**src/rtl/alu_ctrl_issue_if.sv**
```systemverilog
// Valid/ready bundle between decode, the ALU-operation issue stage and execute.
// master = surrounding pipeline, slave = alu_ctrl_issue.
interface alu_ctrl_issue_if;
  logic       in_valid;
  logic       in_ready;
  logic [2:0] ALUOp;
  logic [5:0] funct;
  logic [4:0] shamt_in;
  logic       out_valid;
  logic       out_ready;
  logic [3:0] ALUOperation;
  logic [4:0] shamt;
  logic       illegal;

  modport master (
    output in_valid, ALUOp, funct, shamt_in, out_ready,
    input  in_ready, out_valid, ALUOperation, shamt, illegal
  );

  modport slave (
    input  in_valid, ALUOp, funct, shamt_in, out_ready,
    output in_ready, out_valid, ALUOperation, shamt, illegal
  );
endinterface

```
**src/rtl/alu_ctrl_issue.sv**
```systemverilog
// Encodes ALUOp/funct/shamt into the ALU operation code through a registered stage
// with a one-entry skid buffer. Define ALU_ILL_COUNT_EN to add the ill_count counter.
module alu_ctrl_issue #(
  parameter logic [3:0] ILL_CODE = 4'b1111
`ifdef ALU_ILL_COUNT_EN
  , parameter int CNT_W = 8
`endif
) (
  input  logic             clk,
  input  logic             reset,
  input  logic             flush,
  alu_ctrl_issue_if.slave  bus
`ifdef ALU_ILL_COUNT_EN
  , output logic [CNT_W-1:0] ill_count
`endif
);

  typedef enum logic [1:0] {EMPTY, ONE, FULL} state_t;

  typedef struct packed {
    logic [3:0] op;
    logic [4:0] sh;
    logic       ill;
  } payload_t;

  localparam logic [3:0] OP_AND   = 4'b0000;
  localparam logic [3:0] OP_OR    = 4'b0001;
  localparam logic [3:0] OP_NOR   = 4'b0010;
  localparam logic [3:0] OP_ADD   = 4'b0011;
  localparam logic [3:0] OP_SUB   = 4'b0100;
  localparam logic [3:0] OP_SHIFT = 4'b1110;

  localparam payload_t RESET_PAYLOAD = '{op: ILL_CODE, sh: 5'd0, ill: 1'b0};

  function automatic payload_t legal_op(input logic [3:0] op);
    return '{op: op, sh: 5'd0, ill: 1'b0};
  endfunction

  state_t   state, state_nxt;
  payload_t main_q, skid_q, enc;
  logic     accept, pop;
  logic     load_main_new, load_main_skid, load_skid;

  always_comb begin
    enc = '{op: ILL_CODE, sh: 5'd0, ill: 1'b1};
    case (bus.ALUOp)
      3'b000: enc = legal_op(OP_ADD);
      3'b001: enc = legal_op(OP_SUB);
      3'b010: enc = legal_op(OP_AND);
      3'b011: enc = legal_op(OP_OR);
      3'b111: begin
        case (bus.funct)
          6'h20:   enc = legal_op(OP_ADD);
          6'h22:   enc = legal_op(OP_SUB);
          6'h24:   enc = legal_op(OP_AND);
          6'h25:   enc = legal_op(OP_OR);
          6'h27:   enc = legal_op(OP_NOR);
          6'h00:   enc = '{op: OP_SHIFT, sh: bus.shamt_in, ill: 1'b0};
          default: ;
        endcase
      end
      default: ;
    endcase
  end

  // in_ready looks only at registered state and flush, never at out_ready.
  assign bus.in_ready     = (state != FULL) & ~flush;
  assign bus.out_valid    = (state != EMPTY);
  assign bus.ALUOperation = main_q.op;
  assign bus.shamt        = main_q.sh;
  assign bus.illegal      = main_q.ill;

  assign accept = bus.in_valid & bus.in_ready;
  assign pop    = bus.out_valid & bus.out_ready;

  always_comb begin
    // NOTE: every output of this block gets a default first so no path infers a latch.
    state_nxt      = state;
    load_main_new  = 1'b0;
    load_main_skid = 1'b0;
    load_skid      = 1'b0;
    if (flush) begin
      state_nxt = EMPTY;
    end else begin
      case (state)
        EMPTY: if (accept) begin
          state_nxt     = ONE;
          load_main_new = 1'b1;
        end
        ONE: begin
          if (accept && pop) begin
            load_main_new = 1'b1;
          end else if (accept) begin
            state_nxt = FULL;
            load_skid = 1'b1;
          end else if (pop) begin
            state_nxt = EMPTY;
          end
        end
        FULL: if (pop) begin
          state_nxt      = ONE;
          load_main_skid = 1'b1;
        end
        default: state_nxt = EMPTY;
      endcase
    end
  end

  // NOTE: sequential state uses non-blocking assignments so every register samples pre-edge values.
  always_ff @(posedge clk) begin
    if (reset) begin
      state  <= EMPTY;
      // NOTE: payload registers are reset too so ALUOperation reads ILL_CODE straight out of reset.
      main_q <= RESET_PAYLOAD;
      skid_q <= RESET_PAYLOAD;
    end else begin
      state <= state_nxt;
      if (load_main_new)       main_q <= enc;
      else if (load_main_skid) main_q <= skid_q;
      if (load_skid)           skid_q <= enc;
    end
  end

`ifdef ALU_ILL_COUNT_EN
  // Saturating count of illegal ops handed to execute; flush leaves it alone.
  always_ff @(posedge clk) begin
    if (reset) begin
      ill_count <= '0;
    end else if (pop && main_q.ill && !(&ill_count)) begin
      ill_count <= ill_count + CNT_W'(1);
    end
  end
`endif

endmodule

```
**src/flat_wrapper.sv**
```systemverilog
// flat-port wrapper written by rule: the top's interface ports become plain ports
module alu_ctrl_issue_flat 
#(
  parameter logic [3:0] ILL_CODE = 4'b1111

)
  (clk, reset, flush, bus_in_valid, bus_ALUOp, bus_funct, bus_shamt_in, bus_out_ready, bus_in_ready, bus_out_valid, bus_ALUOperation, bus_shamt, bus_illegal);
  alu_ctrl_issue_if bus_i ();
  input  logic clk;
  input  logic reset;
  input  logic flush;
  input wire logic [$bits(bus_i.in_valid)-1:0] bus_in_valid;
  input wire logic [$bits(bus_i.ALUOp)-1:0] bus_ALUOp;
  input wire logic [$bits(bus_i.funct)-1:0] bus_funct;
  input wire logic [$bits(bus_i.shamt_in)-1:0] bus_shamt_in;
  input wire logic [$bits(bus_i.out_ready)-1:0] bus_out_ready;
  output wire logic [$bits(bus_i.in_ready)-1:0] bus_in_ready;
  output wire logic [$bits(bus_i.out_valid)-1:0] bus_out_valid;
  output wire logic [$bits(bus_i.ALUOperation)-1:0] bus_ALUOperation;
  output wire logic [$bits(bus_i.shamt)-1:0] bus_shamt;
  output wire logic [$bits(bus_i.illegal)-1:0] bus_illegal;
  assign bus_i.in_valid = bus_in_valid;
  assign bus_i.ALUOp = bus_ALUOp;
  assign bus_i.funct = bus_funct;
  assign bus_i.shamt_in = bus_shamt_in;
  assign bus_i.out_ready = bus_out_ready;
  assign bus_in_ready = bus_i.in_ready;
  assign bus_out_valid = bus_i.out_valid;
  assign bus_ALUOperation = bus_i.ALUOperation;
  assign bus_shamt = bus_i.shamt;
  assign bus_illegal = bus_i.illegal;
  alu_ctrl_issue #(.ILL_CODE(ILL_CODE)) u_core (.clk(clk), .reset(reset), .flush(flush), .bus(bus_i));
endmodule
```
**config.mk**
```make
export PLATFORM = sky130hd
export DESIGN_NAME = alu_ctrl_issue_flat
export DESIGN_NICKNAME = d
export VERILOG_FILES = /design/src/rtl/alu_ctrl_issue_if.sv /design/src/rtl/alu_ctrl_issue.sv /design/src/flat_wrapper.sv
export SDC_FILE = /design/constraint.sdc
export NUM_CORES = 1
export LEC_CHECK = 0
export ABC_AREA = 1
export CAP_MARGIN = 10
export CORE_MARGIN = 1
export CORE_UTILIZATION = 45
export DETAILED_ROUTE_END_ITERATION = 10
export DONT_BUFFER_PORTS = 1
export SYNTH_ARGS = -nofsm -noshare
export SYNTH_HDL_FRONTEND = slang
export SYNTH_SLANG_ARGS = --single-unit
```
**constraint.sdc**
```tcl
create_clock -name clk -period 1.9 [get_ports clk]
set_input_delay 0.19 -clock clk [delete_from_list [all_inputs] [get_ports clk]]
set_output_delay 0.19 -clock clk [all_outputs]
set_load 0.005 [all_outputs]
```
==> results of run 1 <==
cell families (layout without fill, tap and decap cells):
kind of cell    count (synthesis)  in the layout  synth area share, %
simple gates                  114            114                41.88
fa+ha+maj                       1              1               0.8016
flops                          22             22                35.27
compound gates                 27             27                11.52
buf+inv                        32             34                10.52
path summary, 6_finish.rpt:
path	startpoint	endpoint	slack, ns
worst max register to register	u_core.state[0]	u_core.skid_q[0]	0.51
worst min register to register	u_core.skid_q[9]	u_core.skid_q[9]	0.49
worst max-delay path	u_core.state[0]	u_core.skid_q[0]	0.51
worst min-delay path	reset	u_core.skid_q[0]	0.02
cell type report:
type	count	share of cell area, %
tap	30	2.865
clock buffer	4	2.770
timing repair buffer	1	0.7641
sequential	22	33.62
multi-input combinational	142	51.67
inverter	29	8.309
per-stage QoR:
stage / instance area, sq um / util [%]
2_1_floorplan: 1249 / -
3_3_place_gp: 1264 / 49.66
3_5_place_dp: 1264 / 49.66
4_1_cts: 1310 / 51.47
5_1_grt: 1310 / 51.47
6_report: 1310 / 51.47
sequential cells by signal, summed over array words and instances (netlist names):
name                     count
u_core.bus.ALUOperation      4
u_core.bus.shamt             5
u_core.skid_q               10
u_core.state                 2
u_core.bus.illegal           1
what timing repair did:
action | CTS | global route
hold buffers | 1 | 0
resized for setup | 0 | 0
setup endpoints to repair | 0 | 0
endpoints found under the hold margin | 9 | 0
worst register-to-register path: stages (launching register included):
cell and delay, ns:
dfxtp_1 0.43, inv_2 0.07, nor2_4 0.15, nand4_4 0.20
inv_2 0.25, nand3_1 0.11, nand2_1 0.07, inv_1 0.03
layer usage:
layer  share of wire [%]  global-route usage [%]  up-vias
li1                    -                       -      613
met1                  46                   23.04      510
met2                  47                   32.53       39
met3                 6.2                   5.278        2
met4                0.50                   6.410        0
met5                   0                       0        -
cells in the mapped netlist:
library cell / count / area, sq um
buf_4: 1 / 7.510
clkbuf_1: 1 / 3.750
inv_2: 6 / 22.52
o21ai_2: 1 / 8.760
dfxtp_1: 22 / 440.4
o211ai_1: 1 / 7.510
buf_6: 1 / 11.26
nor3_4: 1 / 16.27
nand2_2: 1 / 6.260
nor3_1: 2 / 10.01
nand4_4: 2 / 42.54
nand3_2: 1 / 10.01
inv_1: 23 / 86.33
o21ai_1: 2 / 10.01
nand3_1: 15 / 75.07
nand2_1: 63 / 236.5
nor2_4: 2 / 22.52
o21bai_1: 1 / 7.510
nor2_1: 26 / 97.59
maj3_1: 1 / 10.01
nor2_2: 1 / 6.260
a21oi_1: 16 / 80.08
o21ai_0: 6 / 30.03
power breakdown:
group / total, W / leakage, nW / internal, W / switching [W]
registers: 0.000484 / 0.179 / 0.000474 / 0.00000971
logic: 0.0000943 / 0.434 / 0.0000335 / 0.0000608
clock network: 0.000254 / 0.0210 / 0.000117 / 0.000137
total: 0.000832 / 0.634 / 0.000625 / 0.000207
==> results.json, run 1 <==
{
  "crit_path_frequent_cell": "inv_2",
  "cts_buffers": 3,
  "layout_common_cells": "nand2_1 (63), nor2_1 (26), inv_1 (23)",
  "synth_cell_types": 23,
  "clk_pin_slew_ns": 0.12,
  "slowest_delay_ns": 0.43,
  "grt_pass1_vias": 1035,
  "wl_per_cell_microns": 11.30,
  "yosysSeqAreaShare_pct": 35.27,
  "ys_warn_count": 0,
  "synth_fp_nets": 215,
  "path_delay_family": "simple AND/OR/NAND/NOR gates",
  "total_power_w": 0.0008316,
  "hold_path_depth": 3,
  "arrival_ns": 1.61,
  "grt_pass1_wl_mm": 4.077,
  "totalWireLength_mm": 2.577,
  "fmax_mhz": 718.5,
  "final-setup-viol-count": 0,
  "path_buf_inv": 3,
  "fp.dieH_microns": 54.68,
  "ioPinCount": 31,
  "root_buffer": "clkbuf_4",
  "min_period_ns": 1.392,
  "multi_input_area_sq_um": 676.9,
  "grt_start_max_net_pins": 13,
  "crit_path_start_kind": "flip-flop",
  "fillers": 280,
  "ff2ff_path_depth": 7,
  "layout-drive-gt1-share_pct": 9.596,
  "peakVddDrop_mv": 0.3693,
  "p_leak_nw": 0.6340,
  "critPathCaptureType": "flip-flop",
  "hold_viol": 0,
  "port_buffers": 0,
  "placed_cells": 223,
  "postCtsSetupBuffers": 0,
  "grt_use_total_pct": 19.21,
  "finalSetupTns_ns": 0,
  "crit_chain": "inv_2 > nor2_4 > nand4_4 > inv_2 > nand3_1 > nand2_1 > inv_1",
  "first_pass_iters": 4,
  "hold_class": "input pin to flip-flop",
  "syn_avg_cell_area_sq_um": 6.371,
  "cts_tree": "built",
  "layout_commonest_cell": "nand2_1",
  "cp_slowest_cell": "dfxtp_1",
  "maxSlewHeadroom_pct": 76.46,
  "clockBufferDepth": 2,
  "worst_slew_pin_slew_ns": 0.3527,
  "skew_ns": 0.001397,
  "required_ns": 2.12,
  "fin_cells": 228,
  "routabilityCongestion": 0.7879,
  "dieArea_sq_um": 2989,
  "holdWs_ns": 0.01733,
  "vias_per_cell": 5.105,
  "worst-path-stages": 7,
  "clock-sinks": 22,
  "worstPathMaxFanout": 12,
  "antenna_found_initial": 0,
  "remaining_drc_errors": 0,
  "dpl_worst_slack_ns": 0.5139,
  "drtIter0Drc": 28,
  "die_w_microns": 54.68,
  "area_delta_synth_final_pct": 4.910,
  "hpwl_mm": 2.051,
  "rsz0062_at_grt": "false",
  "ctsHtreeMaxLevel": 1,
  "finalCritPeriodShare_pct": 73.25,
  "grt_overflow": 0,
  "final.setup.worst_slack_ns": 0.5082,
  "clkLatencyLatePin_ns": 0.30,
  "initial_utilization_pct": 49.07,
  "ff_latch_area_sq_um": 440.4,
  "drv_slew": 0,
  "ys_seq_elements": 22,
  "synthesis.area_sq_um": 1249,
  "max_cap_violations": 0,
  "critPathKind": "flip-flop to flip-flop",
  "cellPowerDensity_nw_per_um2": 634.8,
  "fin_nets": 218,
  "vias": 1164,
  "num_rows": 18,
  "diodes": 0,
  "status": "complete, no violations",
  "syn_inst": 196,
  "design.core.area_sq_um": 2545,
  "postRouteAntennaNets": 0
}
Note: power is estimated with default switching activity, not from simulation.
==> run 2, diff against run 1 <==
--- a/config.mk
+++ b/config.mk
@@ -5,7 +5,7 @@
 export SDC_FILE = /design/constraint.sdc
 export NUM_CORES = 1
 export LEC_CHECK = 0
-export ABC_AREA = 1
+export ABC_AREA = 0
 export CAP_MARGIN = 10
 export CORE_MARGIN = 1
 export CORE_UTILIZATION = 45
==> constraint.sdc (replaced) <==
create_clock -name clk -period 1.4 [get_ports clk]
set_input_delay 0.14 -clock clk [delete_from_list [all_inputs] [get_ports clk]]
set_output_delay 0.14 -clock clk [all_outputs]
set_load 0.005 [all_outputs]
==> run 2 against run 1 <==
Via count decreased by 3.5%. Clock-buffer cell count unchanged. Hold slack got worse by 0.0059 ns. Utilization increased by 9.2 points. Setup slack got worse by 0.45 ns. Cell count decreased by 15%. Sequential power increased by 33%. Global-route usage increased by 2.7 points. Sequential share of layout area decreased by 1.7 points. Synthesized cell count decreased by 24%.
==> results.json, run 2 <==
{
  "status": "complete, no violations",
  "critPathCaptureType": "flip-flop",
  "p_leak_nw": 0.5183,
  "synth_fp_nets": 167,
  "final.setup.worst_slack_ns": 0.06079,
  "initial_utilization_pct": 49.67,
  "worstPathMaxFanout": 7,
  "hold_viol": 0,
  "layout_common_cells": "nand2_1 (25), dfxtp_1 (20), nor2_1 (19)",
  "maxSlewHeadroom_pct": 47.31,
  "ff_latch_area_sq_um": 445.4,
  "grt_pass1_wl_mm": 4.422,
  "drtIter0Drc": 17,
  "layout-drive-gt1-share_pct": 13.86,
  "area_delta_synth_final_pct": 22.15,
  "layout_commonest_cell": "nand2_1",
  "fillers": 232,
  "multi_input_area_sq_um": 704.4,
  "postCtsSetupBuffers": 0,
  "fin_nets": 186,
  "clkLatencyLatePin_ns": 0.31,
  "synth_ff_type": "dfxtp_1",
  "cp_slowest_cell": "dfxtp_4",
  "drv_slew": 0,
  "slowest_delay_ns": 0.39,
  "grt_start_max_net_pins": 22,
  "clock-sinks": 22,
  "dpl_worst_slack_ns": 0.02217,
  "max_cap_violations": 0,
  "hpwl_mm": 1.981,
  "wl_per_cell_microns": 14.01,
  "skew_ns": 0.009932,
  "ys_seq_elements": 22,
  "syn_inst": 148,
  "clk_pin_slew_ns": 0.13,
  "yosysMostFrequentCell": "nand2_1",
  "largest-register": "u_core.skid_q",
  "async_flop_share_pct": 0,
  "synthesis.area_sq_um": 1141,
  "crit_path_frequent_cell": "nor2_1",
  "worst_slew_pin_slew_ns": 0.7878,
  "hold_class": "input pin to flip-flop",
  "rrSetupSlack_ns": 0.06,
  "finalCritPeriodShare_pct": 95.66,
  "min_period_ns": 1.339,
  "syn_avg_cell_area_sq_um": 7.710,
  "fin_cells": 194,
  "antenna_found_initial": 0,
  "final-setup-viol-count": 0,
  "crit_path_start_kind": "flip-flop",
  "synthTopCellsByArea": "dfxtp_1 (39%), nand2_1 (8.9%), nor2_1 (6.3%)",
  "grt_use_total_pct": 21.93,
  "root_buffer": "clkbuf_4",
  "synth-edff-count": 0,
  "peakVddDrop_mv": 0.5813,
  "design.core.area_sq_um": 2297,
  "vias": 1123,
  "grt_overflow": 0,
  "synth_area_leader_cell": "dfxtp_1",
  "fmax_mhz": 746.7,
  "path_delay_family": "simple AND/OR/NAND/NOR gates",
  "fp.dieH_microns": 52.36,
  "first_pass_iters": 4,
  "synth_top_area_share_pct": 38.60,
  "postRouteAntennaNets": 0,
  "totalWireLength_mm": 2.717,
  "cts_tree": "built",
  "dieArea_sq_um": 2741,
  "largest_reg_flops": 10,
  "path_buf_inv": 2,
  "diodes": 0,
  "vias_per_cell": 5.789,
  "routabilityCongestion": 0.8095,
  "ioPinCount": 31,
  "num_rows": 17,
  "ys_warn_count": 0,
  "cts_buffers": 3,
  "crit_chain": "nor2b_4 > buf_6 > nor3_2 > buf_4 > nor2_1 > a31oi_1 > nor2_1",
  "arrival_ns": 1.51,
  "cellPowerDensity_nw_per_um2": 813.3,
  "critPathKind": "flip-flop to flip-flop",
  "total_power_w": 0.001134,
  "placed_cells": 178,
  "yosysSeqAreaShare_pct": 38.60,
  "rsz0062_at_grt": "true",
  "die_w_microns": 52.36,
  "grt_pass1_vias": 1049,
  "port_buffers": 0,
  "remaining_drc_errors": 0,
  "ctsHtreeMaxLevel": 1,
  "ys_top_cells_by_count": "nand2_1 (27), dfxtp_1 (22), nor2_1 (19)",
  "required_ns": 1.57,
  "synth_cell_types": 37,
  "clockBufferDepth": 2
}
[run 2: changes by cell type after synthesis, moves of 6 or more]
cell | before | now
a21oi_1 | 16 | 7
nor2_1 | 26 | 19
inv_2 | 6 | 0
a31oi_1 | 0 | 6
nand2_1 | 63 | 27
inv_1 | 23 | 1
[run 2: worst reg2reg max path: cells and delay by family, from the launching register on]
family / cells / cell delay, ns
and+or+nand+nor: 4 / 0.40
DFF: 1 / 0.39
buffers and inverters: 2 / 0.29
AOI/OAI and AO/OA: 1 / 0.13
[run 2: final cells by class]
cell class	count	area share [%]
clock buffers	4	2.603
repair buffers	18	12.12
flip-flops and latches	22	31.96
well taps	28	2.513
multi-input cells	121	50.54
inverters	1	0.2693
[run 2: path summary, 6_finish.rpt]
path	start	end	cells past startpoint
setup reg to reg	u_core.state[0]	u_core.bus.shamt[2]	7
setup / recovery	u_core.state[0]	u_core.bus.shamt[2]	7
hold / removal	bus_shamt_in[0]	u_core.skid_q[1]	2
hold reg to reg	u_core.skid_q[3]	u_core.skid_q[3]	2
[run 2: report_power, final]
part / internal (W) / total [W] / switching, W
combinational: 0.0000738 / 0.000142 / 0.0000679
sequential: 0.000636 / 0.000645 / 0.00000900
clock: 0.000159 / 0.000347 / 0.000188
total: 0.000868 / 0.00113 / 0.000265
[run 2: repair_timing]
action                                  4_1_cts  5_1_grt
hold buffers                                  9        3
cloned                                        0        0
gates resized for setup                       1       10
pin swaps                                     0        2
endpoints found under the setup margin        1       14
hold endpoints to repair                     21        3
[run 2: stage by stage]
stage	hold slack, ns	area (sq um)	TNS (ns)	utilization, %
3_3_place_gp	0.2123	1196	0	52.07
2_1_floorplan	0.2169	1141	0	-
6_report	0.01142	1394	0	60.68
3_5_place_dp	0.2136	1196	0	52.07
5_1_grt	0.01231	1394	-0.008608	60.68
4_1_cts	0.00003700	1324	0	57.63
[run 2: routing by layer]
layer | vias to the layer above | GRT usage (%) | part of all wire, %
li1 | 568 | - | -
met1 | 518 | 27.56 | 45
met2 | 33 | 38.19 | 50
met3 | 4 | 4.058 | 3.6
met4 | 0 | 5.263 | 0.85
met5 | - | 0 | 0
[run 2: kinds of logic after synthesis]
family	synth area share, %
muxes	1.754
buffers and inverters	2.521
AOI/OAI and AO/OA	20.07
and+or+nand+nor	37.06
DFF	38.60
==> run 3, diff against run 2 <==
--- a/config.mk
+++ b/config.mk
@@ -6,11 +6,13 @@
 export NUM_CORES = 1
 export LEC_CHECK = 0
 export ABC_AREA = 0
+export BUFFER_PORTS_ARGS = -buffer_cell sky130_fd_sc_hd__buf_2
 export CAP_MARGIN = 10
+export CORE_ASPECT_RATIO = 0.75
 export CORE_MARGIN = 1
 export CORE_UTILIZATION = 45
 export DETAILED_ROUTE_END_ITERATION = 10
-export DONT_BUFFER_PORTS = 1
+export PLACE_DENSITY = 0.7
 export SYNTH_ARGS = -nofsm -noshare
 export SYNTH_HDL_FRONTEND = slang
 export SYNTH_SLANG_ARGS = --single-unit
==> run 3 against run 2 <==
Sequential power barely moved. Utilization rose by 2.5 points. First-iteration DRC count rose to 3.1 times the previous value. Clock-buffer cell count fell by 1. Combinational power rose by 29%. Setup slack barely moved. Cell count rose by 13%. Global-route usage rose by 0.98 points. Hold slack improved by 0.068 ns. Design area rose by 6.3%. Largest cell class unchanged. Highest routed layer unchanged.
==> results.json, run 3 (synthesized netlist as in run 2, its figures left out) <==
{
  "largest_reg_flops": 10,
  "path_delay_family": "flip-flops",
  "port_buffers": 30,
  "r2r-start": "u_core.state[1]",
  "layout_commonest_cell": "buf_2",
  "min_period_ns": 1.339,
  "finalCritPeriodShare_pct": 95.65,
  "slowest_delay_ns": 0.39,
  "initial_utilization_pct": 48.64,
  "dpl_worst_slack_ns": -0.1673,
  "dieArea_sq_um": 2743,
  "status": "complete, no violations",
  "holdWs_ns": 0.07921,
  "fp.dieH_microns": 45.61,
  "grt_overflow": 0,
  "totalWireLength_mm": 2.895,
  "ff_latch_area_sq_um": 445.4,
  "clk_pin_slew_ns": 0.13,
  "final-setup-viol-count": 0,
  "required_ns": 1.26,
  "antenna_found_initial": 0,
  "hold_buffers": 0,
  "wl_per_cell_microns": 13.16,
  "vias": 1213,
  "design.core.area_sq_um": 2346,
  "drtIter0Drc": 52,
  "layout-drive-gt1-share_pct": 29.57,
  "cts_buffers": 3,
  "utilization_pct": 63.15,
  "fillers": 198,
  "routabilityCongestion": 0.9133,
  "timing.rr.end": "u_core.skid_q[4]",
  "rrSetupSlack_ns": 0.12,
  "peakVddDrop_mv": 0.4864,
  "die_w_microns": 60.15,
  "critPathKind": "flip-flop to primary output",
  "clock-sinks": 22,
  "cellPowerDensity_nw_per_um2": 881.2,
  "vias_per_cell": 5.514,
  "layout_common_cells": "buf_2 (30), nand2_1 (25), dfxtp_1 (20)",
  "area_delta_synth_final_pct": 29.82,
  "ctsHtreeMaxLevel": 1,
  "worst_slew_pin_slew_ns": 0.4136,
  "finalSetupTns_ns": 0,
  "largest-register": "u_core.skid_q",
  "arrival_ns": 1.20,
  "ff2ff_path_depth": 5,
  "critPathCaptureType": "primary output",
  "hold_viol": 0,
  "crit_path_start_kind": "flip-flop",
  "final.setup.worst_slack_ns": 0.06086,
  "cp_slowest_cell": "dfxtp_4",
  "fin_area_sq_um": 1481,
  "root_buffer": "clkbuf_4",
  "hp-start": "bus_shamt_in[0]",
  "placed_cell_area_sq_um": 1369,
  "max_cap_violations": 0,
  "grt_pass1_wl_mm": 4.650,
  "hold_path_depth": 3,
  "fin_nets": 206,
  "crit_chain": "buf_6 > or2_2 > buf_2",
  "hpwl_mm": 2.073,
  "first_pass_iters": 4,
  "skew_ns": 0.01359,
  "diodes": 0,
  "clkLatencyLatePin_ns": 0.31,
  "path_buf_inv": 2,
  "multi_input_area_sq_um": 723.2,
  "cts_tree": "built",
  "ioPinCount": 31,
  "rsz0062_at_grt": "false",
  "worstPathMaxFanout": 5,
  "fmax_mhz": 746.7,
  "clockBufferDepth": 2,
  "grt_start_max_net_pins": 24,
  "maxSlewHeadroom_pct": 72.43,
  "postCtsSetupBuffers": 0,
  "holdPathEnd": "u_core.skid_q[1]",
  "grt_pass1_vias": 1061,
  "postRouteAntennaNets": 0,
  "hold_class": "input pin to flip-flop",
  "remaining_drc_errors": 0,
  "p_leak_nw": 0.6264,
  "drv_slew": 0,
  "grt_use_total_pct": 22.91,
  "num_rows": 15
}
[run 3: changes by cell type in the layout (fill, tap and decap cells not counted), sizes merged]
cell | previous run | this run
buf | 6 | 38
bufinv | 0 | 1
dlygate4sd3 | 12 | 0
clkbuf | 4 | 3
[run 3: how the worst max path moves through the flow]
stage / startpoint / endpoint / cells after the start / slack (ns)
2_1_floorplan: u_core.state[1] / u_core.bus.shamt[2] / 6 / 0.15
3_3_place_gp: u_core.state[0] / u_core.skid_q[4] / 5 / -0.04
3_5_place_dp: u_core.state[0] / u_core.skid_q[5] / 5 / -0.17
4_1_cts: u_core.state[1] / bus_out_valid / 3 / 0.02
5_1_grt: u_core.state[1] / bus_out_valid / 3 / 0.01
6_report: u_core.state[1] / bus_out_valid / 3 / 0.06
[run 3: area by class of cell]
type,instances,share of cell area [%]
tap,34,2.872
timing repair buffer,38,14.44
sequential,22,30.07
clock buffer,3,1.520
multi-input combinational,121,48.82
clock inverter,1,2.027
inverter,1,0.2534
[run 3: layer usage]
layer  vias up  GRT usage (%)  part of all wire [%]
met2        52          37.80                    48
met5         -              0                     0
li1        610              -                     -
met4         0          6.047                  0.59
met1       549          29.53                    44
met3         2          6.250                   7.5
[run 3: power breakdown]
| group | switching, W | internal (W) |
|---|---|---|
| clock network | 0.000190 | 0.000290 |
| registers | 0.00000703 | 0.000635 |
| logic | 0.000105 | 0.0000787 |
[run 3: what timing repair did]
action	4_1_cts	5_1_grt
pin swaps	0	1
setup endpoints to repair	6	17
hold endpoints to repair	0	0
resized for setup	4	11
[run 3: per-stage QoR]
stage / total power, W / cells
6_report: 0.001305 / 220
5_1_grt: 0.001360 / 220
4_1_cts: 0.001307 / 220
3_5_place_dp: 0.0008255 / 216
3_3_place_gp: 0.0008207 / 216
2_1_floorplan: 0.0007402 / 148
[run 3: worst register-to-register path: cells and delay by family, from the launching register on]
family	cells	cell delay, ns
AOI/OAI and AO/OA	1	0.08
DFF	1	0.39
and+or+nand+nor	4	0.75
